## src/rtl/alarm_interval_timer_pkg.sv

```systemverilog
// rtl/alarm_interval_timer_pkg.sv - shared types and constants for the alarm interval timer
package alarm_timer_pkg;

    // Interval bank indices, shared with the alarm FSM
    localparam logic [1:0] IDX_ARM       = 2'd0;
    localparam logic [1:0] IDX_DRIVER    = 2'd1;
    localparam logic [1:0] IDX_PASSENGER = 2'd2;
    localparam logic [1:0] IDX_ALARM     = 2'd3;

    localparam int NUM_INTERVALS = 4;

    typedef logic [3:0] seconds_t;

    typedef enum logic {
        ST_IDLE  = 1'b0,
        ST_COUNT = 1'b1
    } state_e;

    // Factory interval values in seconds, reused by the FSM and the display
    localparam int unsigned DEFAULT_T_ARM       = 6;
    localparam int unsigned DEFAULT_T_DRIVER    = 8;
    localparam int unsigned DEFAULT_T_PASSENGER = 15;
    localparam int unsigned DEFAULT_T_ALARM     = 10;

    // Counter width for a divide-by-n prescaler; never narrower than one bit
    function automatic int prescaler_width(input int unsigned n);
        return (n > 1) ? $clog2(n) : 1;
    endfunction

endpackage

```

## src/rtl/alarm_interval_timer_if.sv

```systemverilog
// rtl/alarm_interval_timer_if.sv - request/status bundle between the alarm FSM and the timer
interface alarm_interval_timer_if;
    import alarm_timer_pkg::*;

    logic       start_timer;
    logic [1:0] interval;
    logic       reprogram;
    logic [1:0] time_parameter_selector;
    seconds_t   time_value;
    logic       expired;
    logic       busy;
    seconds_t   seconds_left;
    logic       one_hz_tick;

    modport master (
        output start_timer,
        output interval,
        output reprogram,
        output time_parameter_selector,
        output time_value,
        input  expired,
        input  busy,
        input  seconds_left,
        input  one_hz_tick
    );

    modport slave (
        input  start_timer,
        input  interval,
        input  reprogram,
        input  time_parameter_selector,
        input  time_value,
        output expired,
        output busy,
        output seconds_left,
        output one_hz_tick
    );

endinterface

```

## src/rtl/alarm_interval_timer_one_hz_divider.sv

```systemverilog
// rtl/alarm_interval_timer_one_hz_divider.sv - seconds prescaler with terminal-count strobe
module one_hz_divider
    import alarm_timer_pkg::*;
#(
    parameter int unsigned CLK_HZ = 27_000_000
) (
    input  logic clock,
    input  logic reset,
    input  logic clear,
    input  logic enable,
    output logic tick
);

    localparam int CNT_W = prescaler_width(CLK_HZ);
    localparam logic [CNT_W-1:0] CNT_MAX = CNT_W'(CLK_HZ - 1);

    logic [CNT_W-1:0] count_q;
    logic [CNT_W-1:0] count_d;

    // Next prescaler value; tick marks the edge on which the count wraps.
    // A clear on the same edge suppresses the wrap so a restart never
    // inherits a stale second boundary.
    always_comb begin
        count_d = count_q;
        tick    = 1'b0;
        if (clear) begin
            count_d = '0;
        end else if (enable) begin
            if (count_q == CNT_MAX) begin
                count_d = '0;
                tick    = 1'b1;
            end else begin
                count_d = count_q + 1'b1;
            end
        end
    end

    // Prescaler register
    always_ff @(posedge clock) begin
        if (reset) begin
            count_q <= '0;
        end else begin
            count_q <= count_d;
        end
    end

endmodule

```

## src/rtl/alarm_interval_timer.sv

```systemverilog
// rtl/alarm_interval_timer.sv - programmable countdown timer for the anti-theft alarm FSM
module alarm_interval_timer
    import alarm_timer_pkg::*;
#(
    parameter int unsigned CLK_HZ              = 27_000_000,
    parameter int unsigned T_ARM_DEFAULT       = DEFAULT_T_ARM,
    parameter int unsigned T_DRIVER_DEFAULT    = DEFAULT_T_DRIVER,
    parameter int unsigned T_PASSENGER_DEFAULT = DEFAULT_T_PASSENGER,
    parameter int unsigned T_ALARM_DEFAULT     = DEFAULT_T_ALARM
) (
    input  logic                  clock,
    input  logic                  reset,
    alarm_interval_timer_if.slave bus
);

    state_e                          state_q;
    state_e                          state_d;
    seconds_t [NUM_INTERVALS-1:0]    bank_q;
    seconds_t [NUM_INTERVALS-1:0]    bank_d;
    seconds_t                        secs_q;
    seconds_t                        secs_d;
    logic                            expired_q;
    logic                            expired_d;
    logic                            tick_q;
    logic                            tick_d;

    logic                            wrap;
    seconds_t                        start_value;

    // A write to the entry being started is forwarded so the new value is used
    always_comb begin
        start_value = bank_q[bus.interval];
        if (bus.reprogram && (bus.time_parameter_selector == bus.interval)) begin
            start_value = bus.time_value;
        end
    end

    // Any start, including a restart mid-count, realigns the second boundary
    one_hz_divider #(
        .CLK_HZ (CLK_HZ)
    ) u_divider (
        .clock  (clock),
        .reset  (reset),
        .clear  (bus.start_timer),
        .enable (state_q == ST_COUNT),
        .tick   (wrap)
    );

    // Bank writes: independent of any count in progress
    always_comb begin
        bank_d = bank_q;
        if (bus.reprogram) begin
            bank_d[bus.time_parameter_selector] = bus.time_value;
        end
    end

    // Next state, remaining seconds and strobes; start overrides the final wrap
    always_comb begin
        state_d   = state_q;
        secs_d    = secs_q;
        expired_d = 1'b0;
        tick_d    = wrap;
        if (bus.start_timer) begin
            if (start_value == '0) begin
                state_d   = ST_IDLE;
                secs_d    = '0;
                expired_d = 1'b1;
            end else begin
                state_d = ST_COUNT;
                secs_d  = start_value;
            end
        end else begin
            case (state_q)
                ST_COUNT: begin
                    if (wrap) begin
                        if (secs_q <= seconds_t'(1)) begin
                            state_d   = ST_IDLE;
                            secs_d    = '0;
                            expired_d = 1'b1;
                        end else begin
                            secs_d = secs_q - seconds_t'(1);
                        end
                    end
                end
                default: begin
                    secs_d = '0;
                end
            endcase
        end
    end

    // State, bank and output registers
    always_ff @(posedge clock) begin
        if (reset) begin
            state_q   <= ST_IDLE;
            bank_q[0] <= seconds_t'(T_ARM_DEFAULT);
            bank_q[1] <= seconds_t'(T_DRIVER_DEFAULT);
            bank_q[2] <= seconds_t'(T_PASSENGER_DEFAULT);
            bank_q[3] <= seconds_t'(T_ALARM_DEFAULT);
            secs_q    <= '0;
            expired_q <= 1'b0;
            tick_q    <= 1'b0;
        end else begin
            state_q   <= state_d;
            bank_q    <= bank_d;
            secs_q    <= secs_d;
            expired_q <= expired_d;
            tick_q    <= tick_d;
        end
    end

    assign bus.expired      = expired_q;
    assign bus.busy         = (state_q == ST_COUNT);
    assign bus.seconds_left = secs_q;
    assign bus.one_hz_tick  = tick_q;

endmodule

```

## src/flat_wrapper.sv

```systemverilog
// flat-port wrapper written by rule: the top's interface ports become plain ports
module alarm_interval_timer_flat import alarm_timer_pkg::*;
#(
    parameter int unsigned CLK_HZ              = 27_000_000,
    parameter int unsigned T_ARM_DEFAULT       = DEFAULT_T_ARM,
    parameter int unsigned T_DRIVER_DEFAULT    = DEFAULT_T_DRIVER,
    parameter int unsigned T_PASSENGER_DEFAULT = DEFAULT_T_PASSENGER,
    parameter int unsigned T_ALARM_DEFAULT     = DEFAULT_T_ALARM
)
  (clock, reset, bus_start_timer, bus_interval, bus_reprogram, bus_time_parameter_selector, bus_time_value, bus_expired, bus_busy, bus_seconds_left, bus_one_hz_tick);
  alarm_interval_timer_if bus_i ();
  input  logic clock;
  input  logic reset;
  input wire logic [$bits(bus_i.start_timer)-1:0] bus_start_timer;
  input wire logic [$bits(bus_i.interval)-1:0] bus_interval;
  input wire logic [$bits(bus_i.reprogram)-1:0] bus_reprogram;
  input wire logic [$bits(bus_i.time_parameter_selector)-1:0] bus_time_parameter_selector;
  input wire logic [$bits(bus_i.time_value)-1:0] bus_time_value;
  output wire logic [$bits(bus_i.expired)-1:0] bus_expired;
  output wire logic [$bits(bus_i.busy)-1:0] bus_busy;
  output wire logic [$bits(bus_i.seconds_left)-1:0] bus_seconds_left;
  output wire logic [$bits(bus_i.one_hz_tick)-1:0] bus_one_hz_tick;
  assign bus_i.start_timer = bus_start_timer;
  assign bus_i.interval = bus_interval;
  assign bus_i.reprogram = bus_reprogram;
  assign bus_i.time_parameter_selector = bus_time_parameter_selector;
  assign bus_i.time_value = bus_time_value;
  assign bus_expired = bus_i.expired;
  assign bus_busy = bus_i.busy;
  assign bus_seconds_left = bus_i.seconds_left;
  assign bus_one_hz_tick = bus_i.one_hz_tick;
  alarm_interval_timer #(.CLK_HZ(CLK_HZ), .T_ARM_DEFAULT(T_ARM_DEFAULT), .T_DRIVER_DEFAULT(T_DRIVER_DEFAULT), .T_PASSENGER_DEFAULT(T_PASSENGER_DEFAULT), .T_ALARM_DEFAULT(T_ALARM_DEFAULT)) u_core (.clock(clock), .reset(reset), .bus(bus_i));
endmodule
```

## config.mk

```make
export PLATFORM = sky130hd
export DESIGN_NAME = alarm_interval_timer_flat
export DESIGN_NICKNAME = d
export VERILOG_FILES = /design/src/rtl/alarm_interval_timer_pkg.sv /design/src/rtl/alarm_interval_timer_if.sv /design/src/rtl/alarm_interval_timer_one_hz_divider.sv /design/src/rtl/alarm_interval_timer.sv /design/src/flat_wrapper.sv
export SDC_FILE = /design/constraint.sdc
export NUM_CORES = 1
export LEC_CHECK = 0
export CAP_MARGIN = 20
export CORE_ASPECT_RATIO = 1.75
export CORE_MARGIN = 10
export CORE_UTILIZATION = 55
export DETAILED_ROUTE_END_ITERATION = 7
export PLACE_DENSITY = 0.83
export SLEW_MARGIN = 20
export SYNTH_ARGS = -nofsm -noshare
export SYNTH_HDL_FRONTEND = slang
export SYNTH_SLANG_ARGS = --single-unit
```

## constraint.sdc

```tcl
create_clock -name clock -period 2.9 [get_ports clock]
set_clock_uncertainty 0.2 [all_clocks]
set_input_delay 0.58 -clock clock [delete_from_list [all_inputs] [get_ports clock]]
set_output_delay 0.58 -clock clock [all_outputs]
set_load 0.01 [all_outputs]
```

==> qor.csv <==
metric,value,unit
status,finished clean,
netlist.top_cell.by_area,dfxtp_1,
slew_headroom,0.751,
slowest_stage,clkdlybuf4s50_1,
gp_congestion,0.855,
place_inst,319,
postCtsResizedCells,0,
start_kind,input pin,
vdd_drop_max,0.000335,V
path_clk_slew,90,ps
start_util,0.563,
grt_start_max_net_pins,23,
die_area,7310,um2
ys_seq_area_frac,0.415,
die_height,106,um
num_antenna_cells,0,
synth_edf_count,0,
syn-num-nets,268,
crit_type,in2reg,
die_width,69.1,um
boundaryPins,19,
synth_top_area_share,0.415,
hold_viol_final,0,
h-tree-depth,2,
synth_flop_cell,dfxtp_1,
stdcell_count,327,
portBuffers,18,
drtIter0Drc,90,
dp_hpwl,4.04,mm
endpoint_kind,flop,
finalWorstSetupSlack,263,ps
crit_buf_inv,1,
coreArea,4110,um2
fin_util,0.646,
async_flop_share,0,
slowest_delay,630,ps
ys_types,41,
grt_pass1_vias,2015,
routed_via_density,5.83,
p_leak,1.00,nW
hold_path_class,reg2reg,
crit_chain,"clkdlybuf4s50_1, mux4_1, or4b_1, and3_1, nor3_2",
num_vias,1907,
drv_cap,0,
cp.arrival,2670,ps
num_rows,31,
synth_area,2320,um2
setup_viol_count_final,0,
p_per_area,468,nW/um2
max-clock-path-buffers,2,
drcViolationCount,0,
period_share,0.909,
grt-ovfl-total,0,
wl,5.15,mm
place_ws,-50.1,ps
synth_warnings,0,
cts-root-buf,clkbuf_8,
holdBufCountCts,0,
synth_seq_cells,48,
clock_latency,300,ps
routedWlPerCell,15.7,um
cts_tree,built,
nets,292,
drive_above_1_share,0.0827,
rsz0062_at_grt,false,
crit_family,simple AND/OR/NAND/NOR gates,
synthCells,253,
antenna_found_initial,0,
max_freq,379,MHz
post-cts-setup-buffer-count,0,
cts_sinks,48,
required,2930,ps
path_max_fanout,5,
dr.pass1.iters,4,
grt_pass1_wl,8.56,mm
synthTopCellsByArea,"dfxtp_1 41%, mux2i_1 8.2%, nor2_1 5.8%",
drv_slew,0,
worst_slew_pin_slew,370,ps
fin_tns_setup,0,ps
grtUsageTotal,0.138,
synth_common_cells,"48 x dfxtp_1, 36 x nor2_1, 20 x nand3_1",
cts_buffers,5,
fin_crit,2640,ps
yosysMostFrequentCell,dfxtp_1,
antenna_left,0,
syn_area_per_cell,9.15,um2
syn_to_final_growth,14.7,%
worst paths after layout:
kind	from	to	slack [ps]	cells after the start
worst min register to register	u_core.bank_q[11]	u_core.bank_q[11]	280	2
worst max register to register	u_core.u_divider.count_q[0]	u_core.bus.seconds_left[3]	490	6
worst min-delay path	u_core.bank_q[11]	u_core.bank_q[11]	280	2
worst max-delay path	bus_interval[0]	u_core.bus.expired	260	5
routing by layer:
metal | global-route usage | vias up | part of all wire
li1 | - | 936 | -
met4 | 0.0838 | 0 | 0.039
met3 | 0.0263 | 19 | 0.025
met2 | 0.292 | 38 | 0.59
met5 | 0 | - | 0
met1 | 0.106 | 914 | 0.34
cell families after synthesis:
| kind of cell | synth area share |
|---|---|
| fa+ha+maj | 0.0162 |
| xor+xnor | 0.0945 |
| mux | 0.123 |
| buf+inv | 0.0378 |
| compound gates | 0.0583 |
| flops | 0.415 |
| simple gates | 0.256 |
layout by cell type, fill, tap and decap left out, drive strengths merged, types with 3 or more instances in the layout:
cell	Yosys	final
nor4	3	3
and3	7	7
o22ai	3	3
clkdlybuf4s50	0	18
nor2	36	36
nor3	12	12
mux4	4	4
inv	6	6
nand4	6	6
nand3	20	20
xor2	15	15
nand2	19	19
buf	5	9
a21oi	5	5
clkbuf	5	6
mux2i	19	19
ha	3	3
xnor2	10	10
dfxtp	48	48
worst min-delay path: cells and delay by family, from the launching register on:
family           cells  cell delay, ps
muxes                1              70
and+or+nand+nor      1              60
DFF                  1             330
state kept, by name, summed over array words and instances (netlist names):
register / count
u_core.bank_q: 16
u_core.bus.one_hz_tick: 1
u_core.bus.seconds_left: 4
u_core.u_divider.count_q: 25
u_core.bus.expired: 1
u_core.bus.busy: 1
layout make-up:
type                       count  area, um2
fill                         367       1450
multi-input combinational    189       1270
sequential                    48        961
timing repair buffer          27        248
clock buffer                   6       82.6
tap                           49       61.3
inverter                       6       22.5
clock inverter                 2       15.0
per-stage QoR:
stage,hold WS (ps),cell area [um2],total power (W)
final,282,2660,0.00124
after global routing,314,2660,0.00129
after CTS,287,2660,0.00126
after detailed placement,265,2560,0.000845
after global placement,258,2560,0.000843
after floorplan,233,2320,0.000788
report_power, final:
part           total (W)  leakage [nW]  switching, W  internal [W]
registers       0.000689         0.389     0.0000156      0.000673
logic           0.000141         0.570     0.0000692     0.0000717
clock network   0.000414        0.0434      0.000220      0.000193
Note: power is estimated with default switching activity, not from simulation.
